**config.mk**
```make
export PLATFORM = sky130hd
export DESIGN_NAME = acl2_reg_sequencer
export DESIGN_NICKNAME = d
export VERILOG_FILES = /design/src/rtl/acl2_pkg.sv /design/src/rtl/acl2_reg_sequencer.sv
export SDC_FILE = /design/constraint.sdc
export NUM_CORES = 1
export LEC_CHECK = 0
export CORE_MARGIN = 2
export CORE_UTILIZATION = 49
export DETAILED_ROUTE_END_ITERATION = 7
export PLACE_DENSITY = 0.79
export SKIP_LAST_GASP = 1
export SLEW_MARGIN = 20
export SYNTH_ARGS = -nofsm -noshare
export SYNTH_HDL_FRONTEND = slang
export SYNTH_SLANG_ARGS = --single-unit
```
**constraint.sdc**
```tcl
create_clock -name clk -period 2.5 [get_ports clk]
set_input_delay 0.625 -clock clk [delete_from_list [all_inputs] [get_ports clk]]
set_output_delay 0.625 -clock clk [all_outputs]
set_load 0.02 [all_outputs]
```
**src/rtl/acl2_pkg.sv**
```systemverilog
// acl2_pkg -- shared ADXL362 opcodes, register addresses and sequencer state encoding (rev 1.0)
`default_nettype none

package acl2_pkg;

  localparam logic [7:0] CMD_WRITE_OP = 8'h0A;
  localparam logic [7:0] CMD_READ_OP  = 8'h0B;

  localparam logic [7:0] DEVID_AD  = 8'h00;
  localparam logic [7:0] XDATA_L   = 8'h0E;
  localparam logic [7:0] POWER_CTL = 8'h2D;

  typedef enum logic [1:0] {
    ST_IDLE = 2'd0,
    ST_XFER = 2'd1,
    ST_GAP  = 2'd2
  } seq_state_e;

endpackage

`default_nettype wire

```
**src/rtl/acl2_reg_sequencer.sv**
```systemverilog
// acl2_reg_sequencer -- expands one ADXL362 register command into SPI FIFO byte traffic (rev 1.0)
// Header bytes (op, addr) are echoed back by the SPI engine and dropped; read data is streamed out.
`default_nettype none

module acl2_reg_sequencer
  import acl2_pkg::*;
#(
  parameter int LEN_MAX    = 8,
  parameter int GAP_CYCLES = 4
) (
  input  logic       clk,
  input  logic       rst,
  input  logic       cmd_valid,
  output logic       cmd_ready,
  input  logic       cmd_write,
  input  logic [7:0] cmd_addr,
  input  logic [7:0] cmd_wdata,
  input  logic [3:0] cmd_len,
  output logic       rsp_valid,
  output logic [7:0] rsp_data,
  output logic       rsp_last,
  output logic       done,
  output logic       spi_enable,
  output logic       tx_write,
  output logic [7:0] tx_data,
  input  logic       tx_full,
  output logic       rx_read,
  input  logic [7:0] rx_data,
  input  logic       rx_empty
);

  localparam int CW = $clog2(LEN_MAX + 3);
  localparam int GW = (GAP_CYCLES > 1) ? $clog2(GAP_CYCLES + 1) : 1;

  seq_state_e    state_q, state_d;
  logic [CW-1:0] tx_cnt_q, tx_cnt_d;
  logic [CW-1:0] rx_cnt_q, rx_cnt_d;
  logic [CW-1:0] total_q, total_d;
  logic [GW-1:0] gap_cnt_q, gap_cnt_d;
  logic          write_q, write_d;
  logic [7:0]    addr_q, addr_d;
  logic [7:0]    wdata_q, wdata_d;
  logic          rsp_valid_q, rsp_valid_d;
  logic [7:0]    rsp_data_q, rsp_data_d;
  logic          rsp_last_q, rsp_last_d;
  logic          done_q, done_d;
  logic [CW-1:0] len_eff;

  always_comb begin
    if (cmd_len == 4'd0) begin
      len_eff = CW'(1);
    end else if (int'(cmd_len) > LEN_MAX) begin
      len_eff = CW'(LEN_MAX);
    end else begin
      len_eff = CW'(cmd_len);
    end
  end

  always_comb begin
    state_d     = state_q;
    tx_cnt_d    = tx_cnt_q;
    rx_cnt_d    = rx_cnt_q;
    total_d     = total_q;
    gap_cnt_d   = gap_cnt_q;
    write_d     = write_q;
    addr_d      = addr_q;
    wdata_d     = wdata_q;
    rsp_valid_d = 1'b0;
    rsp_data_d  = rsp_data_q;
    rsp_last_d  = 1'b0;
    done_d      = 1'b0;
    cmd_ready   = 1'b0;
    spi_enable  = 1'b0;
    tx_write    = 1'b0;
    tx_data     = 8'h00;
    rx_read     = 1'b0;

    case (state_q)
      ST_IDLE: begin
        cmd_ready = 1'b1;
        if (cmd_valid) begin
          write_d  = cmd_write;
          addr_d   = cmd_addr;
          wdata_d  = cmd_wdata;
          total_d  = cmd_write ? CW'(3) : (CW'(2) + len_eff);
          tx_cnt_d = '0;
          rx_cnt_d = '0;
          state_d  = ST_XFER;
        end
      end

      ST_XFER: begin
        spi_enable = 1'b1;
        // tx_data follows tx_cnt, so a full FIFO naturally holds the pending byte
        if (tx_cnt_q == CW'(0)) begin
          tx_data = write_q ? CMD_WRITE_OP : CMD_READ_OP;
        end else if (tx_cnt_q == CW'(1)) begin
          tx_data = addr_q;
        end else begin
          tx_data = write_q ? wdata_q : 8'h00;
        end

        if ((tx_cnt_q < total_q) && !tx_full) begin
          tx_write = 1'b1;
          tx_cnt_d = tx_cnt_q + CW'(1);
        end

        if ((rx_cnt_q < total_q) && !rx_empty) begin
          rx_read  = 1'b1;
          rx_cnt_d = rx_cnt_q + CW'(1);
          if (!write_q && (rx_cnt_q >= CW'(2))) begin
            rsp_valid_d = 1'b1;
            rsp_data_d  = rx_data;
            rsp_last_d  = (rx_cnt_q == total_q - CW'(1));
          end
          if (rx_cnt_q == total_q - CW'(1)) begin
            done_d    = 1'b1;
            gap_cnt_d = '0;
            state_d   = ST_GAP;
          end
        end
      end

      ST_GAP: begin
        if (gap_cnt_q == GW'(GAP_CYCLES - 1)) begin
          state_d = ST_IDLE;
        end else begin
          gap_cnt_d = gap_cnt_q + GW'(1);
        end
      end

      default: state_d = ST_IDLE;
    endcase
  end

  always_ff @(posedge clk or posedge rst) begin
    if (rst) begin
      state_q     <= ST_IDLE;
      tx_cnt_q    <= '0;
      rx_cnt_q    <= '0;
      total_q     <= '0;
      gap_cnt_q   <= '0;
      write_q     <= 1'b0;
      addr_q      <= 8'h00;
      wdata_q     <= 8'h00;
      rsp_valid_q <= 1'b0;
      rsp_data_q  <= 8'h00;
      rsp_last_q  <= 1'b0;
      done_q      <= 1'b0;
    end else begin
      state_q     <= state_d;
      tx_cnt_q    <= tx_cnt_d;
      rx_cnt_q    <= rx_cnt_d;
      total_q     <= total_d;
      gap_cnt_q   <= gap_cnt_d;
      write_q     <= write_d;
      addr_q      <= addr_d;
      wdata_q     <= wdata_d;
      rsp_valid_q <= rsp_valid_d;
      rsp_data_q  <= rsp_data_d;
      rsp_last_q  <= rsp_last_d;
      done_q      <= done_d;
    end
  end

  assign rsp_valid = rsp_valid_q;
  assign rsp_data  = rsp_data_q;
  assign rsp_last  = rsp_last_q;
  assign done      = done_q;

endmodule

`default_nettype wire

```
==> results of run 1 <==
## metal layers
metal  track usage  part of all wire  up-vias
met1         0.281              0.48      893
met5             0                 0        -
met3        0.0373             0.046        6
met4        0.0802             0.020        0
met2         0.310              0.45       56
li1              -                 -      968
## layout by cell type (no fill, tap or decap), types with 2 or more instances in the layout
cell / count
o21a_1: 2
xnor2_1: 6
clkbuf_8: 5
clkbuf_2: 7
and2_1: 2
nor2b_1: 2
a31oi_1: 3
nor3_1: 3
buf_4: 20
ha_1: 16
inv_1: 13
o21ai_0: 11
clkdlybuf4s50_1: 46
nor4_1: 3
mux2_4: 8
dfrtp_1: 45
xor2_1: 3
nor2_1: 13
bufinv_16: 2
nand3_1: 17
a21oi_1: 6
nand2b_1: 2
o22ai_1: 2
nand2_1: 66
or3_4: 2
## power by group
part           internal (mW)  switching, mW  leakage, nW
Sequential              1.05          0.215        0.566
Combinational          0.998           1.16        0.919
Clock                  0.402          0.262       0.0687
## final cells by class
class,instances,share of cell area
multi-input combinational,180,0.352
sequential,45,0.355
timing repair buffer,76,0.212
clock inverter,3,0.0217
tap,54,0.0213
inverter,14,0.0166
clock buffer,5,0.0217
## worst paths after layout
check / cells after the start / end
min: 2 / addr_q[5]
max in group asynchronous: 4 / wdata_q[4]
max: 5 / rx_read
min in group asynchronous: 3 / rsp_data[5]
min reg2reg: 2 / addr_q[5]
max reg2reg: 8 / rsp_data[6]
## registers in the layout, indices dropped and copies added, names as in the netlist
signal / flops
write_q: 1
total_q: 4
rsp_data: 8
done: 1
rsp_valid: 1
addr_q: 8
state_q: 2
rsp_last: 1
tx_cnt_q: 4
wdata_q: 8
gap_cnt_q: 3
rx_cnt_q: 4
## through the flow
stage | setup TNS [ns] | instances | hold slack [ns] | setup WS, ns
5_1_grt | -0.0766 | 377 | 0.495 | -0.0766
3_5_place_dp | -2.68 | 369 | 0.462 | -0.469
3_3_place_gp | -2.12 | 369 | 0.461 | -0.417
2_1_floorplan | 0 | 249 | 0.445 | 0.218
6_report | -0.0325 | 377 | 0.481 | -0.0325
4_1_cts | -0.197 | 377 | 0.483 | -0.197
## repair_timing
action                                  4_1_cts  5_1_grt
resized for setup                            15       21
endpoints found under the setup margin       10       10
endpoints found under the hold margin         0        0
## worst reg2reg max path, cell delays in order, from the launching register on
cell,delay (ns)
dfrtp_1,0.39
inv_1,0.14
ha_1,0.25
o21ai_0,0.15
a21oi_1,0.08
or2_1,0.26
buf_4,0.17
or3_4,0.46
mux2_4,0.33
## kinds of logic (layout without fill, tap and decap cells)
family | Yosys count | after routing
fa+ha+maj | 16 | 16
buf+inv | 24 | 98
compound gates | 30 | 30
flops | 45 | 45
mux | 9 | 9
simple gates | 116 | 116
xor+xnor | 9 | 9
==> results.md, run 1 <==
| Stage | Quantity | Reported |
|:---|:---|:---|
| logic synthesis | Share of the synthesized area in compound gates (AO/OA/AOI/OAI) | 0.0738 |
| floorplanning | Overall die area | 0.00534 mm² |
| logic synthesis | Synth unique cells | 32 |
| clock tree | Insertion delay of the later-clocked pin in the worst-skew pair | 0.30 ns |
| logic synthesis | Post-synthesis adder-cell area fraction | 0.0856 |
| floorplanning | Boundary pin count | 57 |
| pwr | Maximum resistive drop on vdd | 0.519 mV |
| setup path | Cell Chain, Critical Path | clkdlybuf4s50_1 > or3_4 > or2_1 > inv_1 > clkbuf_2 |
| routing | DR iter-0 viols | 77 |
| routing | Vias after detailed routing | 1923 |
| logic synthesis | Share of synthesized area spent on multiplexers | 0.0556 |
| timing | Relative slew slack | 0.702 |
| placed design | Area after DPL | 0.00306 mm² |
| routing | Number of nets with antenna violations after detailed routing | 0 |
| clock tree | CTS buffer count | 5 |
| timing | Actual transition at the worst max-transition pin | 0.447 ns |
| timing | Post-layout minimum cycle time | 2.53 ns |
| floorplanning | Number of placement rows | 25 |
| grt | GRT Overall Usage | 0.201 |
| setup path | Critical path data arrival time | 1.91 ns |
| logic synthesis | Seq/Total Area, Yosys | 0.482 |
| clock tree | CTS tree | built |
| cells and area | Filler instances | 364 |
| setup path | CP Launch Point | rx_empty |
| timing | Final setup fails | 1 |
| logic synthesis | Syn_area_per_cell | 9.39 µm² |
| status | Result of the run | finished, violations left |
| min path | Worst hold start | addr_q[5] |
| routing | DRC viols | 0 |
| timing | RSZ-0062 raised after global routing | yes |
| logic synthesis | Post-Synth Simple-Gate Area | 0.222 |
| grt | Vias in the first global route | 1811 |
| run | MaxCap Viol Count | 0 |
| cells and area | Post-route cell area | 0.00317 mm² |
| setup path | Startpoint type of the worst setup path | primary input |
| placed design | Port-buffer cells | 56 |
| setup path | Cell with the largest stage delay on the worst path | clkdlybuf4s50_1 |
| setup path | Critical path capture point type | output port |
| cells and area | Antenna diode count | 0 |
| floorplanning | Initial Utilization | 0.502 |
| min path | Hold Crit Class | flop to flop |
| setup path | Largest stage delay on the critical path | 0.43 ns |
| logic synthesis | Top post-synthesis cells by area | dfrtp_1 (48%), nand2_1 (11%), ha_1 (8.6%) |
| routing | Vias per inst | 5.10 |
| floorplanning | Overall die width | 73.1 µm |
| floorplanning | Die Height | 73.1 µm |
| timing | Clk_skew | 0.00846 ns |
| logic synthesis | Cell with the most instances after synthesis | nand2_1 |
| clock tree | Post-CTS repair timing setup buffer count | 0 |
| grt | Number of antenna violations at the first check in global routing | 0 |
| setup path | Beginning of the worst register-to-register path | total_q[2] |
| logic synthesis | Syn Std Cell Area | 0.00234 mm² |
| logic synthesis | Async set or reset register ratio after synthesis | 1.00 |
| cells and area | Number of nets in the layout | 372 |
| setup path | Family with the most delay on the worst path | buffers and inverters |
| cells and area | Area used by sequential logic in the layout | 0.00113 mm² |
| setup path | Required time reported for the critical path endpoint | 1.88 ns |
| timing | Share of the cycle needed by the critical path after routing | 1.01 |
| status | Violations in the final reports | setup timing |
| setup path | Crit-path max FO | 2 |
| cells and area | Footprint of the multi-input gates | 0.00112 mm² |
| logic synthesis | Cell type with the largest total area after synthesis | dfrtp_1 |
| grt | Largest net degree at the start of global routing | 31 |
| setup path | Setup slack on the worst flop-to-flop path | 0.17 ns |
| pwr | Leakage Power | 1.55 nW |
| floorplanning | Core Footprint | 0.00466 mm² |
| routing | Drt pass-1 iters | 4 |
| timing | Highest Clock Rate | 395 MHz |
| pwr | Overall power consumption | 4.09 mW |
| cells and area | Fraction of final layout cells with drive strength greater than 1 | 0.161 |
| placed design | HPWL after detailed placement | 3650 µm |
| logic synthesis | Synthesized Nets | 299 |
| logic synthesis | Cells after synthesis | 249 |
| placed design | Routability congestion estimate from global placement | 0.827 |
| logic synthesis | Combinational family with the most area after synthesis | simple AND/OR/NAND/NOR gates |
| clock tree | CTS clock-pin slew for the worst setup and hold paths | 0.08 ns |
| pwr | Total power density per cell area | 1290 mW/mm² |
| clock tree | Cts-stage hold buffer count | 0 |
| timing | Setup slack of the critical path after layout | -0.0325 ns |
| routing | WL per Instance | 13.3 µm |
| cells and area | P&R area growth vs syn | 35.6% |
| clock tree | Root buffer cell | clkbuf_8 |
| timing | Final-report hold violation count | 0 |
| logic synthesis | Most common flop cell mapped by yosys | dfrtp_1 |
| setup path | Count of buffer and inverter cells on the critical path | 3 |
| logic synthesis | Synthesis Warnings | 0 |
| cells and area | Final Util | 0.680 |
| logic synthesis | Synth Register Bits | 45 |
| logic synthesis | Xor-xnor portion of the synthesized cell area | 0.0337 |
| logic synthesis | Number of enable flip-flop cells after synthesis | 0 |
| clock tree | H-tree Lvls | 2 |
| clock tree | CTS sink cnt | 45 |
| logic synthesis | Share of the synthesized area in the top cell type | 0.482 |
| timing | Max-slew violation total from the final report | 0 |
| clock tree | Clock buffer depth | 2 |
| grt | First-pass GRT wire length | 8210 µm |
| logic synthesis | Commonest cells in the synthesized netlist | nand2_1 (66), dfrtp_1 (45), nand3_1 (17) |
| routing | Final WL | 5030 µm |
| setup path | WS Path Type | primary input to output port |
| grt | Leftover overflow at the end of global routing | 0 |
No activity file was read; power rests on OpenSTA's default activity.
==> run 2, diff against run 1 <==
CORE_MARGIN = unset   (was 2)
CORE_UTILIZATION = 51   (was 49)
CTS_BUF_LIST = sky130_fd_sc_hd__clkbuf_4   (was unset)
PLACE_DENSITY = 0.88   (was 0.79)
==> results.md, run 2 (synthesized netlist as in run 1, its figures left out) <==
| Stage | Quantity | Reported |
|:---|:---|:---|
| pwr | Total power density per cell area | 1250 mW/mm² |
| grt | Largest net degree at the start of global routing | 27 |
| status | Result of the run | finished clean |
| cells and area | Final Instance Count excl. Fillers | 375 |
| placed design | Routability congestion estimate from global placement | 0.809 |
| setup path | WS Path Type | flop to output port |
| floorplanning | Overall die area | 0.00486 mm² |
| floorplanning | Core Footprint | 0.00438 mm² |
| cells and area | Leading cell type in the layout, fill and taps excluded | nand2_1 |
| routing | DR iter-0 viols | 119 |
| setup path | CP Launch Point | total_q[3] |
| clock tree | CTS buffer count | 5 |
| routing | Vias after detailed routing | 1972 |
| timing | Highest Clock Rate | 412 MHz |
| setup path | Startpoint type of the worst setup path | flop |
| floorplanning | Die Height | 69.7 µm |
| setup path | Beginning of the worst register-to-register path | total_q[3] |
| timing | Share of the cycle needed by the critical path after routing | 0.971 |
| placed design | Dpl cells | 366 |
| cells and area | Fraction of final layout cells with drive strength greater than 1 | 0.186 |
| clock tree | Root buffer cell | clkbuf_4 |
| setup path | Critical path capture point type | output port |
| pwr | Overall power consumption | 3.92 mW |
| grt | First-pass GRT wire length | 8590 µm |
| timing | Max-slew violation total from the final report | 0 |
| setup path | Crit-path max FO | 2 |
| grt | Vias in the first global route | 1920 |
| grt | GRT Overall Usage | 0.223 |
| timing | Final setup fails | 0 |
| clock tree | Clock buffer depth | 2 |
| clock tree | CTS clock-pin slew for the worst setup and hold paths | 0.14 ns |
| floorplanning | Boundary pin count | 57 |
| timing | Final-report hold violation count | 0 |
| cells and area | P&R area growth vs syn | 34.0% |
| floorplanning | Initial Utilization | 0.533 |
| clock tree | Insertion delay of the later-clocked pin in the worst-skew pair | 0.38 ns |
| cells and area | Most frequent cells in the layout | nand2_1 (66), clkdlybuf4s50_1 (45), dfrtp_1 (44) |
| routing | Vias per inst | 5.26 |
| routing | DRC viols | 0 |
| pwr | Leakage Power | 1.54 nW |
| grt | Number of antenna violations at the first check in global routing | 0 |
| min path | Hold Crit Class | flop to flop |
| min path | Worst hold start | addr_q[3] |
| timing | Actual transition at the worst max-transition pin | 0.775 ns |
| cells and area | Antenna diode count | 0 |
| setup path | Critical path data arrival time | 1.80 ns |
| placed design | Pre-CTS setup slack | -0.445 ns |
| placed design | HPWL after detailed placement | 3800 µm |
| cells and area | Filler instances | 331 |
| timing | Post-layout minimum cycle time | 2.43 ns |
| routing | Number of nets with antenna violations after detailed routing | 0 |
| pwr | Maximum resistive drop on vdd | 0.609 mV |
| cells and area | Number of nets in the layout | 372 |
| floorplanning | Number of placement rows | 24 |
| clock tree | CTS tree | built |
| floorplanning | Overall die width | 69.7 µm |
| placed design | Port-buffer cells | 56 |
| placed design | Area after DPL | 0.00306 mm² |
| routing | WL per Instance | 13.7 µm |
| grt | Leftover overflow at the end of global routing | 0 |
| timing | Setup slack of the critical path after layout | 0.0717 ns |
| timing | Relative slew slack | 0.480 |
| run | MaxCap Viol Count | 0 |
| routing | Final WL | 5130 µm |
| timing | Worst Hold Margin | 0.493 ns |
| clock tree | H-tree Lvls | 2 |
| clock tree | CTS sink cnt | 45 |
| setup path | Required time reported for the critical path endpoint | 1.88 ns |
| routing | Drt pass-1 iters | 4 |
| timing | Clk_skew | 0.0184 ns |
| cells and area | Post-route cell area | 0.00313 mm² |
run 2: critical path, stage by stage (launching register included):
cell and delay, ns:
dfrtp_1 0.37, inv_1 0.06, ha_1 0.20, or3_4 0.40, or2_4 0.24, inv_2 0.06
buf_6 0.11
run 2: what timing repair did:
action	CTS	global route
pin swaps	0	1
hold buffers	0	0
endpoints found under the setup margin	10	10
cloned	0	0
buffers inserted	0	1
resized for setup	32	26
run 2: per-layer routing:
| metal | global-route usage | vias to the layer above | part of all wire |
|---|---|---|---|
| met4 | 0.0911 | 0 | 0.013 |
| met1 | 0.298 | 940 | 0.45 |
| met3 | 0.0305 | 7 | 0.035 |
| li1 | - | 974 | - |
| met5 | 0 | - | 0 |
| met2 | 0.366 | 51 | 0.50 |
run 2: final timing paths:
kind / to / cells after the start / slack, ns
max in group asynchronous: tx_cnt_q[0] / 3 / 1.37
worst max register to register: rsp_data[5] / 7 / 0.19
worst max-delay path: rx_read / 6 / 0.07
worst min register to register: addr_q[3] / 2 / 0.49
worst min-delay path: addr_q[3] / 2 / 0.49
min in group asynchronous: rsp_data[3] / 2 / 0.57
run 2: metrics by stage:
stage	setup TNS, ns	util
6_report	0	0.715
5_1_grt	-0.0484	0.715
3_5_place_dp	-2.53	0.698
4_1_cts	-0.0967	0.714
2_1_floorplan	0	-
3_3_place_gp	-2.18	0.698
run 2: layout make-up:
type	count	area, µm²	share of cell area
Sequential cell	45	1130	0.360
Clock buffer	5	37.5	0.0120
Tap cell	52	65.1	0.0208
Clock inverter	3	25.0	0.00798
Multi-Input combinational cell	180	1130	0.362
Inverter	14	52.6	0.0168
Timing Repair Buffer	76	693	0.221
run 2: power by group:
group / total (mW) / internal [mW] / switching (mW) / leakage (nW)
combinational: 2.27 / 1.07 / 1.21 / 0.938
sequential: 1.27 / 1.05 / 0.222 / 0.565
clock: 0.376 / 0.117 / 0.259 / 0.0322
total: 3.92 / 2.23 / 1.69 / 1.54
